[config.mk]
export PLATFORM = sky130hd
export DESIGN_NAME = video_delay_line_ctl
export DESIGN_NICKNAME = d
export VERILOG_FILES = /design/src/rtl/video_delay_line_ctl.sv
export SDC_FILE = /design/constraint.sdc
export NUM_CORES = 1
export LEC_CHECK = 0
export CAP_MARGIN = 20
export CORE_UTILIZATION = 40
export DETAILED_ROUTE_END_ITERATION = 10
export HOLD_SLACK_MARGIN = 0.15
export PLACE_DENSITY_LB_ADDON = 0.05
export SYNTH_ARGS = -nofsm -noshare
export SYNTH_HDL_FRONTEND = slang
export SYNTH_SLANG_ARGS = --single-unit
[constraint.sdc]
create_clock -name clk -period 4.1 [get_ports clk]
set_clock_uncertainty 0.1 [all_clocks]
set_input_delay 0.82 -clock clk [delete_from_list [all_inputs] [get_ports clk]]
set_output_delay 0.82 -clock clk [all_outputs]
set_load 0.01 [all_outputs]
[src/rtl/video_delay_line_ctl.sv]
// video_delay_line_ctl: AXI4-Stream video delay line with run-time delay, switched only at SOF after draining.
module video_delay_line_ctl #(
    parameter int MAX_DELAY = 16,
    parameter int DEFAULT_DELAY = 1,
    parameter int COLOR_WIDTH = 8,
    parameter int NUM_CHANNELS = 3,
    localparam int TW = NUM_CHANNELS * COLOR_WIDTH,
    localparam int DW = $clog2(MAX_DELAY + 1)
) (
    input  logic          clk,
    input  logic          aresetn,
    input  logic [DW-1:0] cfg_delay,
    input  logic [TW-1:0] video_in_tdata,
    input  logic          video_in_tlast,
    input  logic          video_in_tuser,
    input  logic          video_in_tvalid,
    output logic          video_in_tready,
    output logic [TW-1:0] video_out_tdata,
    output logic          video_out_tlast,
    output logic          video_out_tuser,
    output logic          video_out_tvalid,
    input  logic          video_out_tready,
    output logic [DW-1:0] stat_active_delay,
    output logic [DW-1:0] stat_occupancy,
    output logic          stat_draining,
    output logic [15:0]   stat_frames
);
    typedef enum logic {RUN, DRAIN} state_t;
    state_t state, state_nx;
    logic [DW-1:0] active_delay, cfg_clamped, occ, tap;
    logic ce, hold, byp, pass, run, in_hs, out_hs, switch_now;
    logic [MAX_DELAY:1] s_valid, s_last, s_user;
    logic [TW-1:0] s_data [1:MAX_DELAY];
    logic [15:0] frames;

    assign cfg_clamped = (cfg_delay > DW'(MAX_DELAY)) ? DW'(MAX_DELAY) : cfg_delay;
    assign byp = active_delay == '0;
    assign tap = byp ? DW'(1) : active_delay;
    assign run = state == RUN;
    assign hold = video_in_tvalid & video_in_tuser & (cfg_clamped != active_delay);
    // In reset the bypass path falls back to the cleared stages so all outputs read 0
    assign pass = byp & aresetn;
    assign video_out_tvalid = pass ? (video_in_tvalid & run & ~hold) : s_valid[tap];
    assign video_out_tdata = pass ? video_in_tdata : s_data[tap];
    assign video_out_tlast = pass ? video_in_tlast : s_last[tap];
    assign video_out_tuser = pass ? video_in_tuser : s_user[tap];
    assign ce = video_out_tready | ~video_out_tvalid;
    assign video_in_tready = aresetn & run & ~hold & (byp ? video_out_tready : ce);
    assign in_hs = video_in_tvalid & video_in_tready;
    assign out_hs = video_out_tvalid & video_out_tready;
    assign switch_now = (state == DRAIN) && (occ == '0);

    always_ff @(posedge clk or negedge aresetn)
        if (!aresetn) state <= RUN;
        else state <= state_nx;

    always_comb begin
        state_nx = switch_now ? RUN : (run & hold) ? DRAIN : state;
    end

    // Every beat left in the stages at a switch was already output, so all valids are dropped
    always_ff @(posedge clk or negedge aresetn)
        if (!aresetn) begin
            s_valid <= '0;
            s_last <= '0;
            s_user <= '0;
            for (int i = 1; i <= MAX_DELAY; i++) s_data[i] <= '0;
        end else if (switch_now) begin
            s_valid <= '0;
        end else if (ce) begin
            s_valid[1] <= in_hs;
            s_data[1] <= video_in_tdata;
            s_last[1] <= video_in_tlast;
            s_user[1] <= video_in_tuser;
            for (int i = 2; i <= MAX_DELAY; i++) begin
                s_valid[i] <= s_valid[i-1];
                s_data[i] <= s_data[i-1];
                s_last[i] <= s_last[i-1];
                s_user[i] <= s_user[i-1];
            end
        end

    always_ff @(posedge clk or negedge aresetn)
        if (!aresetn) begin
            occ <= '0;
            frames <= '0;
            active_delay <= DW'(DEFAULT_DELAY);
        end else begin
            occ <= occ + DW'(in_hs) - DW'(out_hs);
            if (out_hs & video_out_tuser) frames <= frames + 16'd1;
            if (switch_now) active_delay <= cfg_clamped;
        end

    assign stat_active_delay = active_delay;
    assign stat_occupancy = occ;
    assign stat_draining = state == DRAIN;
    assign stat_frames = frames;
endmodule

==> impl_results.md <==
* Psw at 8.34 mW
* Vias in the first global route at 12930
* Sequential share of the synthesized area at 0.532
* Switching share of total power at 0.344
* CTS buffer count at 53
* Fraction of layout cells with a size suffix above 1 at 0.335
* Largest net degree at the start of global routing at 149
* Drt pass-1 iters at 4
* Tot GR Track Use at 0.187
* LEAKAGE at 10.6 nW
* Cell mode on critical path: buf_12
* Starting Density at 0.408
* Core area at 53000 µm²
* Power, Total at 24.2 mW
* Dpl cells at 2208
* Nets at 1641
* FF-to-FF Start: stat_active_delay[1]
* RSZ-0062 raised after global routing: yes
* Vias post-DR at 12581
* Cell with the most instances after synthesis: dfrtp_1
* Htree depth at 2
* Crit-path cells: nor4_4, nor2_4, buf_12, buf_12, buf_6, mux4_2, mux2_4, a22oi_2, o21ai_2, buf_2
* Slew margin rel. at 0.347
* Yosys top cell area share at 0.531
* Chip width at 234 µm
* GP Congestion at 0.772
* Critical Path Source Type: register
* R2r worst-path depth at 19
* Residual DRC at 0
* Status: finished clean
* TritonCTS clock tree: done
* Gr ovfl total at 0
* Netlist cell types at 53
* # diodes at 0
* Crit-path max FO at 6
* WL final at 50400 µm
* Final setup viols at 0
* CTS Sinks at 459
* Critical Path End Type: primary output
* Synth-to-layout area growth at 19.5%
* Share of flip-flops with an asynchronous set or reset at 1.00
* Final Hold Viols at 0
* Register bit total from synthesis at 459
* Pwr Density at 940 nW/µm²
* Root Buffer Master: clkbuf_16
* Yosys warns at 0
* Synthesized netlist cell count at 1481
* Hold WC Path Type: primary input to async pin
* Final instance area at 25800 µm²
* Crit. Startpoint: stat_active_delay[1]
* Worst slew pin tran at 0.979 ns
* Post-route minimum period at 4.05 ns
* Area leader, netlist: dfrtp_1
* Data arrival, critical path at 3.13 ns
* Routed Antenna Nets at 0
* Leading post-synthesis cells by cell area: dfrtp_1 53%, mux2_1 13%, mux2_2 12%
* Fmax at 247 MHz
* Total negative slack at 0 ns
* WL/cell at 21.7 µm
* EDFF count, synth at 0
* First-pass GRT wire length at 78700 µm
* DP HPWL at 28300 µm
* Critical path required time at 3.18 ns
* Mapped Nets at 1524
* Vias per cell at 5.41
* Max Slew Vio Count at 0
* Dominant synthesized flop cell: dfrtp_1
* Number of I/O pins at 90
* Layout Cells excl Fill at 2326
* Fillers at 4547
* CP max stage delay at 0.50 ns
* Std-Cell Rows at 84
* Port Buf Inserts at 89
* Syn Area/Cell at 14.6 µm²
* Die height at 234 µm
* Initial antenna violation count at 4
* Period Utilization, post-route at 0.988
* Mapped Area at 21600 µm²
* Initial DRC count at 731
* Longest Clk Path Bufs at 3
* Clock transition at the registers of the reported paths at 0.06 ns
* Combinational Power Share at 0.457
* Int Pwr at 15.9 mW
* Slowest CP cell: dfrtp_4
* Clock Latency Late Sink at 0.60 ns
* Worst VDD drop at 370 µV
* Cell Area, Placed at 23400 µm²
* Top cells by count, synth: 458 x dfrtp_1, 240 x mux2_1, 228 x mux2_2
* Total die area at 54900 µm²
* Clock share of power at 0.199
* Worst Path Class, Setup: register to primary output
* Sequential fraction of design power at 0.343
* Max_cap viols at 0
-- timing repair --
item / CTS / global route
gates cloned: 7 / 4
setup endpoints to repair: 28 / 24
setup buffers: 11 / 1
hold buffers: 0 / 0
gates resized for setup: 157 / 26
pin swaps: 11 / 9
-- cell families after synthesis --
group	count (synthesis)	synth area share
buffers and inverters	125	0.0378
AO/OA/AOI/OAI	163	0.0469
XOR/XNOR	22	0.00893
flip-flops	459	0.532
multiplexers	566	0.335
AND/OR/NAND/NOR	138	0.0345
adder cells (fa/ha/maj)	8	0.00498
-- power groups by stage --
| stage | combinational (mW) | clock, mW | sequential, mW |
|---|---|---|---|
| after detailed placement | 10.3 | 0 | 8.36 |
| after floorplan | 7.55 | 0 | 7.82 |
| after global placement | 10.2 | 0 | 8.32 |
| after global routing | 12.0 | 5.19 | 8.64 |
| after CTS | 11.1 | 5.00 | 8.30 |
| final | 11.1 | 4.84 | 8.32 |
-- worst max-delay path: cells and delay by family, from the launching register on --
| family | cells | cell delay [ns] |
|---|---|---|
| buf+inv | 4 | 0.61 |
| simple gates | 2 | 0.42 |
| flops | 1 | 0.50 |
| compound gates | 2 | 0.29 |
| mux | 2 | 0.71 |
-- layer usage --
metal | GRT usage | up-vias | wire length (µm) | share of wire
met3 | 0.0345 | 71 | 1840 | 0.036
met1 | 0.285 | 6579 | 25600 | 0.51
met2 | 0.272 | 171 | 22000 | 0.44
met5 | 0 | - | 38 | 0.00075
li1 | - | 5754 | - | -
met4 | 0.0468 | 6 | 910 | 0.018
-- per-stage QoR --
step	setup slack [ns]	hold WS (ns)	util
6_report	0.0504	0.303	0.487
5_1_grt	-0.0407	0.333	0.487
4_1_cts	-0.0209	0.288	0.484
3_5_place_dp	-0.0666	0.364	0.442
3_3_place_gp	-0.409	0.359	0.441
2_1_floorplan	0.809	0.367	-
-- area by class of cell --
type / count / area (µm²) / share of cell area
Timing Repair Buffer: 170 / 2050 / 0.0795
Sequential cell: 459 / 11500 / 0.446
Clock inverter: 12 / 139 / 0.00538
Tap cell: 688 / 861 / 0.0334
Multi-Input combinational cell: 897 / 9520 / 0.369
Clock buffer: 83 / 1660 / 0.0644
Inverter: 17 / 63.8 / 0.00247
-- worst paths after layout --
| kind | end | slack (ns) |
|---|---|---|
| hold / removal | s_data[289] | 0.30 |
| setup / recovery | video_out_tdata[7] | 0.05 |
| hold reg to reg | stat_frames[15] | 0.37 |
| min in group clk | stat_frames[15] | 0.37 |
| setup reg to reg | stat_occupancy[4] | 0.45 |
| max in group asynchronous | s_data[363] | 2.16 |
-- flip-flops by register name, indices dropped and copies added (netlist names) --
register / cells
s_data: 384
s_last: 16
s_user: 16
s_valid: 16
stat_active_delay: 5
stat_draining: 1
stat_frames: 16
stat_occupancy: 5
-- cells in the final DEF (no fill, tap or decap), types with 26 or more instances in the layout --
cell type          n
nor2_1            29
mux2_1           240
mux4_2            78
a21oi_1           33
o21ai_0           34
nand2_1           41
clkbuf_16         59
mux2_2           224
nor3b_1           26
dfrtp_1          455
clkdlybuf4s50_1   63
a22oi_1           32
buf_12            27
buf_4             33
Note: power is estimated with default switching activity, not from simulation.
